`src/rtl/wb_grf.sv`:
```
// Write-back stage: load extraction, link/movz selection, exception suppression,
// the 32x32 register file with write-through read ports, and a retire counter.
module wb_grf #(
    parameter logic [31:0] RESET_PC    = 32'h0000_3000,
    parameter logic [31:0] LINK_OFFSET = 32'd8
) (
    input  logic        clk,
    input  logic        reset,
    input  logic [31:0] instr_W,
    input  logic [31:0] data_dm_W,
    input  logic [31:0] data_alu_W,
    input  logic [4:0]  writereg_W,
    input  logic [31:0] pcout_W,
    input  logic        movz_W,
    input  logic [31:0] W_extpt,
    input  logic [4:0]  ra1,
    input  logic [4:0]  ra2,
    output logic [31:0] rd1,
    output logic [31:0] rd2,
    output logic        wb_we,
    output logic [4:0]  wb_addr,
    output logic [31:0] wb_data,
    output logic [31:0] retire_cnt
);

    logic [31:0] regs [1:31];
    logic [31:0] retire_q;
    logic [5:0]  opcode;
    logic [5:0]  funct;
    logic        is_lw, is_lb, is_lbu, is_lh, is_lhu, is_jal, is_jalr, is_movz;
    logic [7:0]  load_byte;
    logic [15:0] load_half;
    logic        retire;

    assign opcode  = instr_W[31:26];
    assign funct   = instr_W[5:0];
    assign is_lw   = (opcode == 6'b100011);
    assign is_lb   = (opcode == 6'b100000);
    assign is_lbu  = (opcode == 6'b100100);
    assign is_lh   = (opcode == 6'b100001);
    assign is_lhu  = (opcode == 6'b100101);
    assign is_jal  = (opcode == 6'b000011);
    assign is_jalr = (opcode == 6'b000000) && (funct == 6'b001001);
    assign is_movz = (opcode == 6'b000000) && (funct == 6'b001010);

    // Low address bits pick the lane; bit 0 is ignored for halves since misalignment traps upstream.
    always_comb begin
        load_byte = data_dm_W[7:0];
        case (data_alu_W[1:0])
            2'd0: load_byte = data_dm_W[7:0];
            2'd1: load_byte = data_dm_W[15:8];
            2'd2: load_byte = data_dm_W[23:16];
            2'd3: load_byte = data_dm_W[31:24];
            default: load_byte = data_dm_W[7:0];
        endcase
        load_half = data_alu_W[1] ? data_dm_W[31:16] : data_dm_W[15:0];
    end

    always_comb begin
        wb_data = data_alu_W;
        if (is_lw)
            wb_data = data_dm_W;
        else if (is_lb)
            wb_data = {{24{load_byte[7]}}, load_byte};
        else if (is_lbu)
            wb_data = {24'd0, load_byte};
        else if (is_lh)
            wb_data = {{16{load_half[15]}}, load_half};
        else if (is_lhu)
            wb_data = {16'd0, load_half};
        else if (is_jal || is_jalr)
            wb_data = pcout_W + LINK_OFFSET;
    end

    assign wb_we   = (writereg_W != 5'd0) && (W_extpt == 32'd0) && (instr_W != 32'd0)
                     && (!is_movz || movz_W);
    assign wb_addr = writereg_W;
    assign retire  = (instr_W != 32'd0) && (W_extpt == 32'd0) && (pcout_W != RESET_PC);

    // Read ports see the value being written this cycle so decode needs no extra forwarding.
    always_comb begin
        rd1 = 32'd0;
        rd2 = 32'd0;
        if (ra1 != 5'd0)
            rd1 = (wb_we && ra1 == wb_addr) ? wb_data : regs[ra1];
        if (ra2 != 5'd0)
            rd2 = (wb_we && ra2 == wb_addr) ? wb_data : regs[ra2];
    end

    always_ff @(posedge clk or posedge reset) begin
        if (reset) begin
            for (int i = 1; i < 32; i++)
                regs[i] <= 32'd0;
            retire_q <= 32'd0;
        end else begin
            if (wb_we)
                regs[wb_addr] <= wb_data;
            if (retire)
                retire_q <= retire_q + 32'd1;
        end
    end

    assign retire_cnt = retire_q;

endmodule
```
`config.mk`:
```
export PLATFORM = sky130hd
export DESIGN_NAME = wb_grf
export DESIGN_NICKNAME = d
export VERILOG_FILES = /design/src/rtl/wb_grf.sv
export SDC_FILE = /design/constraint.sdc
export NUM_CORES = 2
export LEC_CHECK = 0
export BUFFER_PORTS_ARGS = -buffer_cell sky130_fd_sc_hd__clkbuf_2
export CAP_MARGIN = 5
export CORE_UTILIZATION = 41
export CTS_CLUSTER_SIZE = 20
export DETAILED_ROUTE_END_ITERATION = 16
export HOLD_SLACK_MARGIN = 0.1
export PLACE_DENSITY = 0.59
export SETUP_SLACK_MARGIN = 0.1
export SLEW_MARGIN = 20
export SYNTH_ARGS = -nofsm -noshare
export SYNTH_HDL_FRONTEND = slang
export SYNTH_SLANG_ARGS = --single-unit
```
`constraint.sdc`:
```
create_clock -name clk -period 38.7 [get_ports clk]
set_input_delay 1.935 -clock clk [delete_from_list [all_inputs] [get_ports clk]]
set_output_delay 1.935 -clock clk [all_outputs]
set_load 0.01 [all_outputs]
```
# Word-level counts from Yosys, hierarchy flattened
# Cells that the tools add are included.
dict set report totals {
  elab_cells 96
  out_inout_bits 134
  input_bits 178
  regBits 1024
}
dict set report op_classes {
  eq_ne 14
  mux 21
  n_lt_le_gt_ge 4
  add_sub_neg 2
  bitwise_logic 3
  reduce_logical 20
}
# op count
set ops {}
lappend ops {{$bwmux W992} 1}
lappend ops {{$mux W32} 15}
lappend ops {{$bmux W32 S5} 2}
lappend ops {{$demux W32 S5} 1}
lappend ops {{$add A32 B1 Y32 const B} 1}
lappend ops {{$add A32 B4 Y32 const B} 1}
lappend ops {{$logic_not A32 Y1} 1}
lappend ops {{$ne A32 B14 Y1 const B} 1}
lappend ops {{$pmux W8 S4} 1}
lappend ops {{$reduce_bool A32 Y1} 1}
lappend ops {{$eq A6 B6 Y1 const B} 5}
lappend ops {{$ge A6 B6 Y1 const B} 3}
lappend ops {{$not A5 Y6} 3}
lappend ops {{$mux W16} 1}
lappend ops {{$reduce_bool A5 Y1} 3}
lappend ops {{$eq A6 B4 Y1 const B} 2}
lappend ops {{$eq A5 B5 Y1} 2}
lappend ops {{$logic_and A1 B1 Y1} 10}
lappend ops {{$eq A6 B2 Y1 const B} 1}
lappend ops {{$logic_not A6 Y1} 1}
lappend ops {{$lt A6 B1 Y1 const B} 1}
lappend ops {{$eq A2 B2 Y1 const B} 2}
lappend ops {{$eq A2 B1 Y1 const B} 1}
lappend ops {{$logic_not A2 Y1} 1}
lappend ops {{2 further kinds} 3}

# Longest topological paths before layout
dict set report logic_depth {
  ltp_word 11
  ltp_mapped 10
  mapped_depth_nobuf 7
}

# Least setup slack after synthesis
# OpenSTA, ideal clock, no wires.
dict set report synth_path {
  path_type {input-to-output}
  startpoint {in ra2[1]}
  endpoint {out rd2[16]}
  slack_ps 32540
  cell_stages 8
  path_buffers 4
  required_ps 36765
  arrival_ps 4225
  cell_sequence {clkbuf_1 -> clkbuf_1 -> buf_1 -> buf_1 -> mux4_2 -> mux4_2 -> a211oi_1 -> a31oi_1}
}
dict set report synth_between {
  elab_chain_cells 6
  elab_cells_between_ends 9
  classes_between {eq/ne: 1; mux: 5; bitwise: 1; reduce/logical: 2}
}
# element line_no
set synth_rtl {}
lappend synth_rtl {{start, declared} 17} ;# input logic [4:0] ra2,
lappend synth_rtl {{$not A5 Y6 (implied by the code)} 87} ;# rd2 = (wb_we && ra2 == wb_addr) ? wb_data : regs[ra2];
lappend synth_rtl {{$bmux W32 S5} 87}
lappend synth_rtl {{$mux W32 (implied by the code) (2 in series)} 87}
lappend synth_rtl {{$mux W32} 87}
lappend synth_rtl {{$mux W32 *} 86} ;# if (ra2 != 5'd0)
lappend synth_rtl {{end, declared} 19} ;# output logic [31:0] rd2,
# Mark *: on every way between the ends. The rest lies on a longest branch, timed or not. The select of a mux whose other input is x is not followed.

# Final worst setup path
dict set report layout_path {
  startpoint {in ra1[0]}
  endpoint {out rd1[6]}
}
dict set report layout_between {
  elab_chain_cells 6
  elab_cells_between_ends 9
  classes_between {eq/ne: 1; mux: 5; bitwise: 1; reduce/logical: 2}
}
# element line_no
set layout_rtl {}
lappend layout_rtl {{start, declared} 16} ;# input logic [4:0] ra1,
lappend layout_rtl {{$not A5 Y6 (implied by the code)} 85} ;# rd1 = (wb_we && ra1 == wb_addr) ? wb_data : regs[ra1];
lappend layout_rtl {{$bmux W32 S5} 85}
lappend layout_rtl {{$mux W32 (implied by the code) (2 in series)} 85}
lappend layout_rtl {{$mux W32} 85}
lappend layout_rtl {{$mux W32 *} 84} ;# if (ra1 != 5'd0)
lappend layout_rtl {{end, declared} 18} ;# output logic [31:0] rd1,
# Marks and branches as above.

==> flow_metrics.env <==
export IMPL_status="complete, no violations"
export IMPL_ys_ff_latch=1024
export IMPL_start_util_pct=41.4
export IMPL_ys_types=86
export IMPL_drc=0
export IMPL_place_hpwl_um=141000
export IMPL_rsz0062_at_grt="no"
export IMPL_cts_hold_buf=0
export IMPL_htreeDepth=3
export IMPL_syn_area_um2=56300
export IMPL_drive_above_1_share_pct=26.2
export IMPL_cts_resized=0
export IMPL_drt_pass1_iterations=6
export IMPL_wl_per_cell_um=32.8
export IMPL_setup_worst_path_class="in2out"
export IMPL_numCtsBuffers=112
export IMPL_synth_xor_area_share_pct=0.871
export IMPL_synthCells=5141
export IMPL_fp_dieW_um=372
export IMPL_avgSynthCellArea_um2=10.9
export IMPL_peakVddDrop_uv=36.9
export IMPL_max_freq_mhz=112
export IMPL_relSlewSlack_pct=13.3
export IMPL_crit_arrival_ns=6.98
export IMPL_synth_nets=5321
export IMPL_fin_crit_ns=8.91
export IMPL_drv_slew=0
export IMPL_finish_utilization_pct=46.9
export IMPL_antenna_found_initial=16
export IMPL_track_usage_pct=33.6
export IMPL_grt_start_max_net_pins=187
export IMPL_grt_pass1_vias=45700
export IMPL_yosys_warnings=0
export IMPL_fin_crit_sh_pct=23.0
export IMPL_cts_buffer_depth=3
export IMPL_p_leak_nw=26.6
export IMPL_area_growth_pct=13.2
export IMPL_critPathRequiredTime_ns=36.76
export IMPL_ioPinCount=312
export IMPL_cts_tree="yes"
export IMPL_cp_end_kind="output pin"
export IMPL_synth_compound_area_share_pct=14.0
export IMPL_maxCapViolCount=0
export IMPL_muxShareOfSynthArea_pct=24.5
export IMPL_routabilityCongestion=0.939
export IMPL_dp_cells=6861
export IMPL_tightest_slew_ns=1.29
export IMPL_finalNetCount=5377
export IMPL_final_hold_viol_count=0
export IMPL_startpoint_type="input port"
export IMPL_clk_latency_ns=0.74
export IMPL_setup_tns_ns=0
export IMPL_overflow=0
export IMPL_vias_per_cell=6.65
export IMPL_power_mw=2.40
export IMPL_placementRows=135
export IMPL_drtIter0Drc=6493
export IMPL_io_buffer_count=311
export IMPL_grt_pass1_wl_um=332000
export IMPL_wl_um=233000
export IMPL_synth_simple_area_share_pct=11.0
export IMPL_die_h_um=372
export IMPL_post_cts_buffers=0
export IMPL_ys_flop_type="dfrtp_1"
export IMPL_die_area_um2=139000
export IMPL_layout_common_cells="nand2_1 (1,044), dfrtp_1 (1,024), o21ai_0 (896)"
export IMPL_synth_top_family_by_area="multiplexers"
export IMPL_setup_viol=0
export IMPL_clock_sinks=1024
export IMPL_whs_ns=0.467
export IMPL_cellPowerDensity_nw_per_um2=37.7
export IMPL_synth_edf_count=0
export IMPL_hold_class="reg2reg"
export IMPL_fin_skew_ns=0.0238
export IMPL_cts_root_buf="clkbuf_16"
export IMPL_layout_commonest_cell="nand2_1"
export IMPL_synthArstFlopShare_pct=100
export IMPL_num_vias=47100
export IMPL_yosys_area_share_adder_pct=0.0445
export IMPL_yosysSeqAreaShare_pct=45.5
export IMPL_core_area_um2=136000
export IMPL_antenna_left=0
export IMPL_fin_cells=7084
export IMPL_clk_pin_slew_ns=0.05
export IMPL_cp_max_fo=69
==> final timing paths <==
kind,start,to,slack (ns),cells past startpoint
setup / recovery,ra1[0],rd1[6],29.79,9
hold / removal,retire_cnt[31],retire_cnt[31],0.47,1
setup reg to reg,retire_cnt[4],retire_cnt[28],36.21,6
hold reg to reg,retire_cnt[31],retire_cnt[31],0.47,1
max in group asynchronous,reset,regs[167],34.39,5
min in group asynchronous,reset,retire_cnt[11],1.23,2
==> cell usage after synthesis (all sizes together), types with 14 or more instances <==
cell type     n  share of area (%)
nand2      1052                7.0
dfrtp      1024                 46
o21ai       963                8.6
mux4        538                 22
clkbuf      406                2.7
nor2        127               0.86
buf         115               0.99
o31ai        97                1.3
mux2         83                1.7
mux2i        76                1.4
inv          48               0.32
nand4        47               0.55
a21oi        42               0.38
a221oi       42               0.73
nand3        40               0.36
xnor2        40               0.62
nor4         37               0.44
a211oi       34               0.45
nor3         28               0.27
a22oi        26               0.35
nor2b        25               0.28
a22o         24               0.37
or3          22               0.25
o22ai        16               0.20
o32ai        16               0.25
xor2         16               0.25
nand2b       14               0.16
o2111ai      14               0.23
or4          14               0.19
==> critical path, cell delays in order <==
cell and delay (ns):
buf_8 0.44, buf_12 0.55, buf_4 0.71, buf_4 0.89, mux4_2 0.60, mux4_2 0.46
a221oi_1 0.75, mux2i_1 0.27, clkbuf_2 0.21
==> flip-flops by register name, summed over array words and instances, names as in the netlist <==
name and count:
retire_cnt 32, regs 992
==> report_power, final <==
group | switching [mW] | internal, mW | total, mW | leakage [nW]
sequential | 0.000000000528 | 1.07 | 1.07 | 14.3
clock | 0.471 | 0.659 | 1.13 | 1.90
combinational | 0.147 | 0.0531 | 0.201 | 10.4
==> layer usage <==
layer,global-route usage (%),part of all wire [%]
met1,44.2,37
met2,49.0,44
met5,0.944,0.10
met3,10.2,12
met4,19.5,6.3
==> through the flow <==
step | cell area [um^2] | worst slack, ns
after floorplan | 56300 | 7.95
after global placement | 59700 | 29.87
after detailed placement | 59700 | 29.85
after CTS | 63600 | 29.85
after global routing | 63700 | 29.43
final | 63700 | 29.79
==> final cells by class <==
type                       count  area (um^2)
antenna                       11         27.5
clock buffer                 167         3320
clock inverter                42          542
fill                       12600        72100
inverter                      49          191
multi-input combinational   3547        28900
sequential                  1024        25600
tap                         1781         2230
timing repair buffer         463         2860
==> logic make-up (layout without fill, tap and decap cells) <==
kind of cell,Yosys count,count (layout)
buffers and inverters,570,721
adders and majority gates,2,2
other,0,11
xor gates and xnor gates,56,56
DFF,1024,1024
AOI/OAI and AO/OA,1346,1346
muxes,697,697
and+or+nand+nor,1446,1446
Power figures use the tool's default switching activity.
